**config.mk**
```make
export PLATFORM = sky130hd
export DESIGN_NAME = ripple_count_capture_flat
export DESIGN_NICKNAME = d
export VERILOG_FILES = /design/src/rtl/ripple_cap_pkg.sv /design/src/rtl/ripple_count_capture_if.sv /design/src/rtl/ripple_count_capture_bit_sync.sv /design/src/rtl/ripple_count_capture.sv /design/src/flat_wrapper.sv
export SDC_FILE = /design/constraint.sdc
export NUM_CORES = 1
export LEC_CHECK = 0
export CAP_MARGIN = 20
export CORE_ASPECT_RATIO = 0.6
export CORE_MARGIN = 2
export CORE_UTILIZATION = 45
export DETAILED_ROUTE_END_ITERATION = 7
export HOLD_SLACK_MARGIN = 0.02
export PLACE_DENSITY = 0.68
export SYNTH_ARGS = -nofsm -noshare
export SYNTH_HDL_FRONTEND = slang
export SYNTH_HIERARCHICAL = 1
export SYNTH_SLANG_ARGS = --single-unit
export TNS_END_PERCENT = 20
```
**constraint.sdc**
```tcl
create_clock -name clk -period 4.05 [get_ports clk]
set_input_delay 0.6075 -clock clk [delete_from_list [all_inputs] [get_ports clk]]
set_output_delay 0.6075 -clock clk [all_outputs]
set_load 0.02 [all_outputs]
```
**src/rtl/ripple_cap_pkg.sv**
```systemverilog
// Shared types and default widths for the ripple counter capture block.
// Imported by the capture top and its bench.
package ripple_cap_pkg;

  typedef enum logic [1:0] {
    PRIME = 2'd0,
    IDLE  = 2'd1,
    PEND  = 2'd2
  } cap_state_e;

  localparam int CNT_W_DEF    = 4;
  localparam int STABLE_N_DEF = 2;
  localparam int ACC_W_DEF    = 16;
  localparam int DELTA_W_DEF  = 8;

endpackage

```
**src/rtl/ripple_count_capture_if.sv**
```systemverilog
// Valid/ready record channel from the capture block to the event logger.
// Master drives the record, slave returns ready.
interface ripple_count_capture_if #(
  parameter int ACC_W   = 16,
  parameter int DELTA_W = 8
) ();

  logic               out_valid;
  logic               out_ready;
  logic [ACC_W-1:0]   out_count;
  logic [DELTA_W-1:0] out_delta;

  modport master (
    output out_valid,
    output out_count,
    output out_delta,
    input  out_ready
  );

  modport slave (
    input  out_valid,
    input  out_count,
    input  out_delta,
    output out_ready
  );

endinterface

```
**src/rtl/ripple_count_capture_bit_sync.sv**
```systemverilog
// Two-flop per-bit synchronizer with async active-high reset.
// Each bit is synchronized independently; callers must filter skew.
module bit_sync #(
  parameter int W = 4
) (
  input  logic         clk,
  input  logic         reset,
  input  logic [W-1:0] d_i,
  output logic [W-1:0] q_o
);

  logic [W-1:0] s1_q;
  logic [W-1:0] s2_q;

  always_ff @(posedge clk or posedge reset) begin
    if (reset) begin
      s1_q <= '0;
      s2_q <= '0;
    end else begin
      s1_q <= d_i;
      s2_q <= s1_q;
    end
  end

  assign q_o = s2_q;

endmodule

```
**src/rtl/ripple_count_capture.sv**
```systemverilog
// Captures an async ripple count, filters transients, and emits
// wrap-aware delta records with a running accumulator.
module ripple_count_capture
  import ripple_cap_pkg::*;
#(
  parameter int CNT_W    = CNT_W_DEF,
  parameter int STABLE_N = STABLE_N_DEF,
  parameter int ACC_W    = ACC_W_DEF,
  parameter int DELTA_W  = DELTA_W_DEF
) (
  input  logic                   clk,
  input  logic                   reset,
  input  logic [CNT_W-1:0]       cnt_in,
  input  logic                   clr,
  ripple_count_capture_if.master out_if,
  output logic                   overflow,
  output logic                   lost
);

  localparam int SW = $clog2(STABLE_N);
  localparam logic [SW-1:0] STAB_MAX = SW'(STABLE_N - 1);
  localparam logic [SW-1:0] STAB_ACC = SW'(STABLE_N - 2);

  logic [CNT_W-1:0]   s2;
  logic [CNT_W-1:0]   prev_q;
  logic [SW-1:0]      stab_q, stab_d;
  logic [CNT_W-1:0]   last_q, last_d;
  cap_state_e         state_q, state_d;
  logic [ACC_W-1:0]   acc_q, acc_d;
  logic [DELTA_W-1:0] delta_q, delta_d;
  logic               valid_q, valid_d;
  logic               ovf_q, ovf_d;
  logic               lost_q, lost_d;

  logic               accept;
  logic               has_d;
  logic               hs;
  logic [CNT_W-1:0]   d;
  logic [ACC_W:0]     acc_sum;
  logic [DELTA_W:0]   dsum;
  logic [DELTA_W-1:0] d_ext;

  bit_sync #(.W(CNT_W)) u_sync (
    .clk   (clk),
    .reset (reset),
    .d_i   (cnt_in),
    .q_o   (s2)
  );

  always_comb begin
    stab_d = stab_q;
    if (s2 != prev_q) begin
      stab_d = '0;
    end else if (stab_q != STAB_MAX) begin
      stab_d = stab_q + 1'b1;
    end
  end

  // fires exactly once per settled value: the cycle it reaches STABLE_N samples
  assign accept  = (s2 == prev_q) && (stab_q == STAB_ACC);
  assign d       = s2 - last_q;
  assign has_d   = accept && (d != '0);
  assign hs      = valid_q && out_if.out_ready;
  assign acc_sum = {1'b0, acc_q} + (ACC_W+1)'(d);
  assign dsum    = {1'b0, delta_q} + (DELTA_W+1)'(d);
  assign d_ext   = DELTA_W'(d);

  always_comb begin
    state_d = state_q;
    acc_d   = acc_q;
    delta_d = delta_q;
    valid_d = valid_q;
    ovf_d   = ovf_q;
    lost_d  = lost_q;
    last_d  = accept ? s2 : last_q;
    if (clr) begin
      state_d = IDLE;
      acc_d   = '0;
      delta_d = '0;
      valid_d = 1'b0;
      ovf_d   = 1'b0;
      lost_d  = 1'b0;
    end else begin
      unique case (state_q)
        PRIME: begin
          if (accept) state_d = IDLE;
        end
        IDLE: begin
          if (has_d) begin
            acc_d   = acc_sum[ACC_W-1:0];
            ovf_d   = ovf_q | acc_sum[ACC_W];
            delta_d = d_ext;
            valid_d = 1'b1;
            state_d = PEND;
          end
        end
        PEND: begin
          if (has_d) begin
            acc_d = acc_sum[ACC_W-1:0];
            ovf_d = ovf_q | acc_sum[ACC_W];
            if (hs) begin
              delta_d = d_ext;
            end else if (dsum[DELTA_W]) begin
              delta_d = '1;
              lost_d  = 1'b1;
            end else begin
              delta_d = dsum[DELTA_W-1:0];
            end
          end else if (hs) begin
            valid_d = 1'b0;
            state_d = IDLE;
          end
        end
        default: state_d = PRIME;
      endcase
    end
  end

  always_ff @(posedge clk or posedge reset) begin
    if (reset) begin
      prev_q  <= '0;
      stab_q  <= '0;
      last_q  <= '0;
      state_q <= PRIME;
      acc_q   <= '0;
      delta_q <= '0;
      valid_q <= 1'b0;
      ovf_q   <= 1'b0;
      lost_q  <= 1'b0;
    end else begin
      prev_q  <= s2;
      stab_q  <= stab_d;
      last_q  <= last_d;
      state_q <= state_d;
      acc_q   <= acc_d;
      delta_q <= delta_d;
      valid_q <= valid_d;
      ovf_q   <= ovf_d;
      lost_q  <= lost_d;
    end
  end

  // accumulator only moves together with a record, so it doubles as out_count
  assign out_if.out_valid = valid_q;
  assign out_if.out_count = acc_q;
  assign out_if.out_delta = delta_q;
  assign overflow         = ovf_q;
  assign lost             = lost_q;

endmodule

```
**src/flat_wrapper.sv**
```systemverilog
// flat-port wrapper written by rule: the top's interface ports become plain ports
module ripple_count_capture_flat import ripple_cap_pkg::*;
#(
  parameter int CNT_W    = CNT_W_DEF,
  parameter int STABLE_N = STABLE_N_DEF,
  parameter int ACC_W    = ACC_W_DEF,
  parameter int DELTA_W  = DELTA_W_DEF
)
  (clk, reset, cnt_in, clr, overflow, lost, out_if_out_valid, out_if_out_count, out_if_out_delta, out_if_out_ready);
  ripple_count_capture_if #(.ACC_W(ACC_W), .DELTA_W(DELTA_W)) out_if_i ();
  input  logic clk;
  input  logic reset;
  input  logic [CNT_W-1:0] cnt_in;
  input  logic clr;
  output logic overflow;
  output logic lost;
  output wire logic [$bits(out_if_i.out_valid)-1:0] out_if_out_valid;
  output wire logic [$bits(out_if_i.out_count)-1:0] out_if_out_count;
  output wire logic [$bits(out_if_i.out_delta)-1:0] out_if_out_delta;
  input wire logic [$bits(out_if_i.out_ready)-1:0] out_if_out_ready;
  assign out_if_out_valid = out_if_i.out_valid;
  assign out_if_out_count = out_if_i.out_count;
  assign out_if_out_delta = out_if_i.out_delta;
  assign out_if_i.out_ready = out_if_out_ready;
  ripple_count_capture #(.CNT_W(CNT_W), .STABLE_N(STABLE_N), .ACC_W(ACC_W), .DELTA_W(DELTA_W)) u_core (.clk(clk), .reset(reset), .cnt_in(cnt_in), .clr(clr), .out_if(out_if_i), .overflow(overflow), .lost(lost));
endmodule
```
# --- Word level (Yosys, flattened, before mapping) ---
# Cells that the tools add are included.
totals:
  in_bits: 8
  output_inout_bits: 27
  regBits: 46
classes:
  mux: 30
  addsub: 4
  n_reduce_logical: 16
  eq_ne: 10
  bitwise_logic: 2
op_table:
  columns: ["operator", "count"]
  rows:
  - ["2-to-1 mux 16 bit", 3]
  - ["2-to-1 mux 8 bit", 5]
  - ["adder 16 x 4 -> 17 bit", 1]
  - ["case mux 8 bit (2 select lines)", 1]
  - ["2-to-1 mux 1 bit", 14]
  - ["inequality test 3 x 2 -> 1 bit (second input constant)", 4]
  - ["AND reduction 4 bit", 3]
  - ["2-to-1 mux 2 bit", 5]
  - ["adder 8 x 4 -> 9 bit", 1]
  - ["nonzero test 2 bit", 4]
  - ["case mux 2 bit (3 select lines)", 1]
  - ["equality test 4 bit", 1]
  - ["inequality test 4 bit", 1]
  - ["nonzero test 4 bit", 1]
  - ["subtractor 4 bit", 1]
  - ["logical AND 1 bit", 3]
  - ["inequality test 3 bit (second input constant)", 1]
  - ["AND reduction 3 bit", 1]
  - ["nonzero test 3 bit", 1]
  - ["equality test 2 x 1 -> 1 bit (second input constant)", 1]
  - ["equality test 2 bit (second input constant)", 1]
  - ["logical NOT 2 bit", 1]
  - ["inequality test 2 bit (second input constant)", 1]
  - ["case mux 1 bit (2 select lines)", 1]
  - ["5 further kinds", 5]

# --- Logic depth before layout (Yosys ltp) ---
logic_depth:
  depth_word: 7
  mapped_depth: 12

# --- By module ---
# The synthesis kept the hierarchy.
modules_own_cells:
  columns: ["mod", "n_inst", "area_per_inst_um2", "seq_area_each_um2", "cells_each"]
  rows:
  - ["ripple_count_capture", 1, 2323.5, 950.9, 237]
  - ["bit_sync", 1, 203.9, 200.2, 9]

# --- Worst setup path before layout ---
# Ideal clock, no wire load.
synth_path:
  path_kind: "reg-to-reg"
  from: "reg u_core.u_sync.s2_q[0], in the netlist u_core/u_sync/q_o[0]"
  to: "reg u_core.acc_q[14], in the netlist u_core/out_if.out_count[14]"
  required_time_ps: 3923
  setup_ps: 127
  slack_ps: 1245
  stages_incl_launch_ff: 13
  period_less_slack_ps: 2805
  arrival_time_ps: 2678
  cell_sequence: "dfrtp_1 > inv_1 > ha_1 > inv_1 > fa_1 > inv_1 > fa_1 > nor2b_1 > o21ai_0 > nor2b_1 > nor3_2 > nand4_1 > mux2_1"
synth_via:
  elab_chain_len: 5
  elab_cells_between_ends: 11
synth_lines:
  columns: ["item", "line_no", "source"]
  rows:
  - ["from (decl)", "ripple_count_capture_bit_sync.sv:13", "logic [W-1:0] s2_q;"]
  - ["from (signal assigned)", "ripple_count_capture_bit_sync.sv:21", "s2_q <= s1_q;"]
  - ["subtractor 4 bit or equality test 4 bit (tied branches)", "ripple_count_capture.sv:61, ripple_count_capture.sv:60", null]
  - ["adder 16 x 4 -> 17 bit (tied with other cells)", "ripple_count_capture.sv:64", "assign acc_sum = {1'b0, acc_q} + (ACC_W+1)'(d);"]
  - ["2-to-1 mux 16 bit or logical AND 1 bit (tied branches)", "ripple_count_capture.sv:89, ripple_count_capture.sv:98, ripple_count_capture.sv:62", null]
  - ["2-to-1 mux 16 bit or nonzero test 2 bit (tied branches)", null, null]
  - ["2-to-1 mux 16 bit or AND reduction 2 bit (tied branches)", null, null]
  - ["to (signal assigned)", "ripple_count_capture.sv:125", "acc_q <= '0;"]
  - ["to (signal assigned)", "ripple_count_capture.sv:135", "acc_q <= acc_d;"]
  - ["to (decl)", "ripple_count_capture.sv:29", "logic [ACC_W-1:0] acc_q, acc_d;"]
# Parallel ways exist; a longest one is shown, timed or not. The select of a mux whose other input is x is not followed.
# A chain may end at the register's enable or synchronous reset.

# --- Worst setup path after layout ---
# Same ends and word-level chain as after synthesis.

==> results list <==
* Wire length of the first global-routing pass: around 9000 um
- Maximum clock rate: between 300 and 400 MHz
* Worst-case hold path end point: u_core/u_sync/q_o[3]$_DFF_PP0_
- After clock tree synthesis, the clock-pin slew on the worst setup and hold paths is roughly 0.080 ns.
* Total non-filler cell area in the finished layout: between 3000 and 4000 sq um
- The routed design has between 5000 and 6000 um of wire.
* Global-route met1 utilization: between 20% and 30%
- Setup repair after global routing left no endpoint under its margin.
* Critical-path cell list: inv_1, ha_1, inv_1, fa_1, xor2_1, ha_1, nor2b_1, o21ai_0, nor2b_1, nor3_2, nand4_1, mux2_1
- The worst setup path is captured at a flip-flop.
- In the final timing run, aggregate negative setup slack is 0 ns.
- Crit path buffers/inverters: 2
- Utilization after layout: a little under three fifths
- Counting cells, the worst reg-to-reg path comes to 12.
* Placed Instance Area: about 2900 sq um
* Iteration-0 DRC count of the detailed router: 88
* Number of enable-type register cells in the synthesized netlist: 0
* Worst max-slew margin expressed relative to the limit: roughly 44%
* Slowest stage cell, crit path: dfrtp_1
- In this run the horizontal extent of the chip is 100.8 um.
- The via count of the first global-routing pass came to 1,837.
* Total congestion overflow: 0
- The initial antenna violation count is 0.
- Critical path class: reg -> reg
* Routability congestion estimate from global placement: 0.8140
- The initial utilization of the core area, before any placement, comes to between 40% and 50%.
- Data arrival time of the critical path: 3.41 ns
* Most used DFF post-synth: dfrtp_1
- Post-synthesis instance total: about 250
- Leading area contributor after synthesis: dfrtp_1
- At the placement stage, the worst setup path has a slack of 0.8752 ns.
- Sort of element at the start of the critical path: flip-flop
* Post-synthesis instance area: 2527 sq um
- Port buffering added 34 buffers.
* Worst clock skew: ~0.0055 ns
- Hold Fails Final Rpt: 0
* Area of the die: roughly 6300 sq um
- Setup slack after layout: between 0.8 and 0.9 ns
- Share of synthesized area occupied by flip-flops and latches: a little under half
- For flop-to-flop paths, the worst setup slack is roughly 0.8 ns.
- In this run the critical register-to-register path is launched from u_core/u_sync/q_o[0]$_DFF_PP0_.
- Share of the clock period used by the worst path after layout: between 70% and 80%
- Run status: completed
* Post-Syn Area per Cell: a little over 10 sq um
- Final setup violation count: 0
- Resized cells post-CTS: 0
- Hold Startpoint: u_core/u_sync/s1_q[3]$_DFF_PP0_
* Met3 track demand over resource: around 4.6%
- Across the run, the number of max-cap violations was 0.
* Most numerous cell types in the synthesized netlist: 46 x dfrtp_1, 22 x nor2_1, 20 x nand2_1
* WHS Path Cells: 0
- Fraction of final layout cells with drive strength greater than 1: between 7 and 8%
- For this run, the slowest stage of the critical path takes approximately 0.42 ns.
* Detailed Place HPWL: 4012 um
* Area share of the largest cell type after synthesis: 45.54%
* Placement Rows: 21
- TritonCTS Sinks: 46
* Power density relative to cell area: ~430 nW/um^2
* Root buf cell: clkbuf_8
- H-Tree Depth: 2
* Largest fanout on the critical path: 4
* Post CTS Setup Buffer Count: 0
* Die outline height: between 60 and 70 um
- Counting flops and latches in the post-synthesis netlist gives 46.
- Final nets: between 300 and 400
* CTS Hold Bufs: 0
- VDD sags by at most around 0.00019 V.
* Hold/Removal Path Class: reg -> reg
* TritonCTS clock tree: built
- The number of nets handed over by synthesis was around 270.
- The clock passes through at most 2 buffers.
- Clock tree synthesis inserted a total of 5 buffers.
- Count of unique library cells instantiated by Yosys: between 50 and 60
- In the routed layout, each cell is associated on average with a via count of roughly 5.5.
- Gr usage total: a little under a fifth
* DRC violations left: 0
- The smallest clock period supported by the final layout is computed as approximately 3.2 ns.
* I/O Pins: 35
- Crit path required time: between 4 and 5 ns
* First-pass DRT Iterations: 4
- In this run the critical register-to-register path is captured at u_core/out_if.out_count[14]$_DFFE_PP0P_.
* Worst Max-Slew Pin Slew: between 0.8 and 0.9 ns
- Leading cell types by total area after synthesis: dfrtp_1 46%, ha_1 7.9%, xnor2_1 5.2%
* Total core area: between 5000 and 6000 sq um
- Post-synthesis async set-or-reset flop share: 100.0%
- Remaining antenna violation count after routing: 0
* Source-to-sink clock delay at the later pin of the worst-skew pair: a little under 0.3 ns
- Entering global routing, the biggest net connects 39 pins.
- In this run the static leakage power is approximately 0.0013 uW.
* Library cell with the highest instance count after synthesis: dfrtp_1
- Final hold analysis gives a worst-case slack of between 0.3 and 0.4 ns.
* Number of antenna diodes: 0
- In the final routed layout, each cell accounts on average for ~15 um.
- Final Max Slew Viols: 0
* Met2 routing resource usage after global routing: 28.00%
- Detailed-route via count: slightly below 2,000
- Global-route layer with the greatest usage: met2
- Synthesis Warnings: 6
- Synth-to-layout area growth: 19.85%
- Gate family responsible for the most delay along the worst path: adder cells
-- layout by cell type, fill, tap and decap left out, drive strengths merged, types with 2 or more instances in the layout --
cell type	n
nand2b	2
o21ai	11
a21boi	3
nor2b	3
clkbuf	7
nor4	3
nand4	3
dfrtp	46
nand2	20
xor2	5
buf	2
nor4b	3
o221ai	4
a21oi	18
mux2i	3
nor2	22
a21o	3
ha	16
inv	18
nor3	6
a31oi	2
nand3b	3
xnor2	15
clkinv	2
and3	4
fa	3
clkdlybuf4s50	34
or3	2
mux2	3
nand3	3
-- power breakdown --
part | internal (uW) | total, uW | switching, uW | leakage, uW
registers | 498 | 528 | 30.0 | 0.000602
logic | 199 | 502 | 303 | 0.000625
clock network | 138 | 286 | 148 | 0.0000482
total | 836 | 1320 | 481 | 0.00128
-- worst reg2reg max path: cells and delay by family (launching register included) --
family                     cells  cell delay, ns
buffers and inverters          2            0.12
AOI/OAI and AO/OA              1            0.18
DFF                            1            0.42
and+or+nand+nor                4            0.82
muxes                          1            0.33
adders and majority gates      3            0.88
xor gates and xnor gates       1            0.39
-- metrics by stage --
step                      power (uW)  std cells
final                           1316        353
after global routing            1414        353
after CTS                       1325        353
after detailed placement        1026        345
after global placement          1014        345
after floorplan                902.9        246
-- worst max-delay path by stage --
| stage | from | endpoint | slack, ns | cells past startpoint |
|---|---|---|---|---|
| 2_1_floorplan | u_core/u_sync/q_o[0]$_DFF_PP0_ | u_core/out_if.out_count[14]$_DFFE_PP0P_ | 1.24 | 12 |
| 3_3_place_gp | u_core/u_sync/q_o[0]$_DFF_PP0_ | u_core/out_if.out_count[14]$_DFFE_PP0P_ | 1.0 | 12 |
| 3_5_place_dp | u_core/u_sync/q_o[0]$_DFF_PP0_ | u_core/out_if.out_count[14]$_DFFE_PP0P_ | 0.88 | 12 |
| 4_1_cts | u_core/u_sync/q_o[0]$_DFF_PP0_ | u_core/out_if.out_count[14]$_DFFE_PP0P_ | 0.82 | 12 |
| 5_1_grt | u_core/u_sync/q_o[0]$_DFF_PP0_ | u_core/out_if.out_count[14]$_DFFE_PP0P_ | 0.56 | 12 |
| 6_report | u_core/u_sync/q_o[0]$_DFF_PP0_ | u_core/out_if.out_count[14]$_DFFE_PP0P_ | 0.82 | 12 |
-- final cells by class --
class / instances / area (sq um)
timing repair buffer: 36 / 355.3
fill: 482 / 2462
multi-input combinational: 175 / 1274
inverter: 19 / 71.32
sequential: 46 / 1151
clock inverter: 1 / 5.005
tap: 69 / 86.33
clock buffer: 7 / 86.33
-- metal layers --
metal	part of all wire (%)	routed length, um
met1	51	2781
met2	43	2342
met3	5.3	286
met4	0.61	33
met5	0	0
-- sequential cells by signal (all words and copies together), names as in the netlist --
name                     cells
u_core/out_if.out_delta      8
u_core/overflow              1
u_core/u_sync/s1_q           4
u_core/last_q                4
u_core/state_q               2
u_core/lost                  1
u_core/prev_q                4
u_core/stab_q                1
u_core/out_if.out_count     16
u_core/u_sync/q_o            4
u_core/out_if.out_valid      1
-- kinds of logic after synthesis --
logic type	share of synthesized area, %
xor gates and xnor gates	6.931
DFF	45.54
adders and majority gates	10.30
muxes	2.525
AOI/OAI and AO/OA	13.61
buffers and inverters	4.059
and+or+nand+nor	17.03
Power figures use the tool's default switching activity.
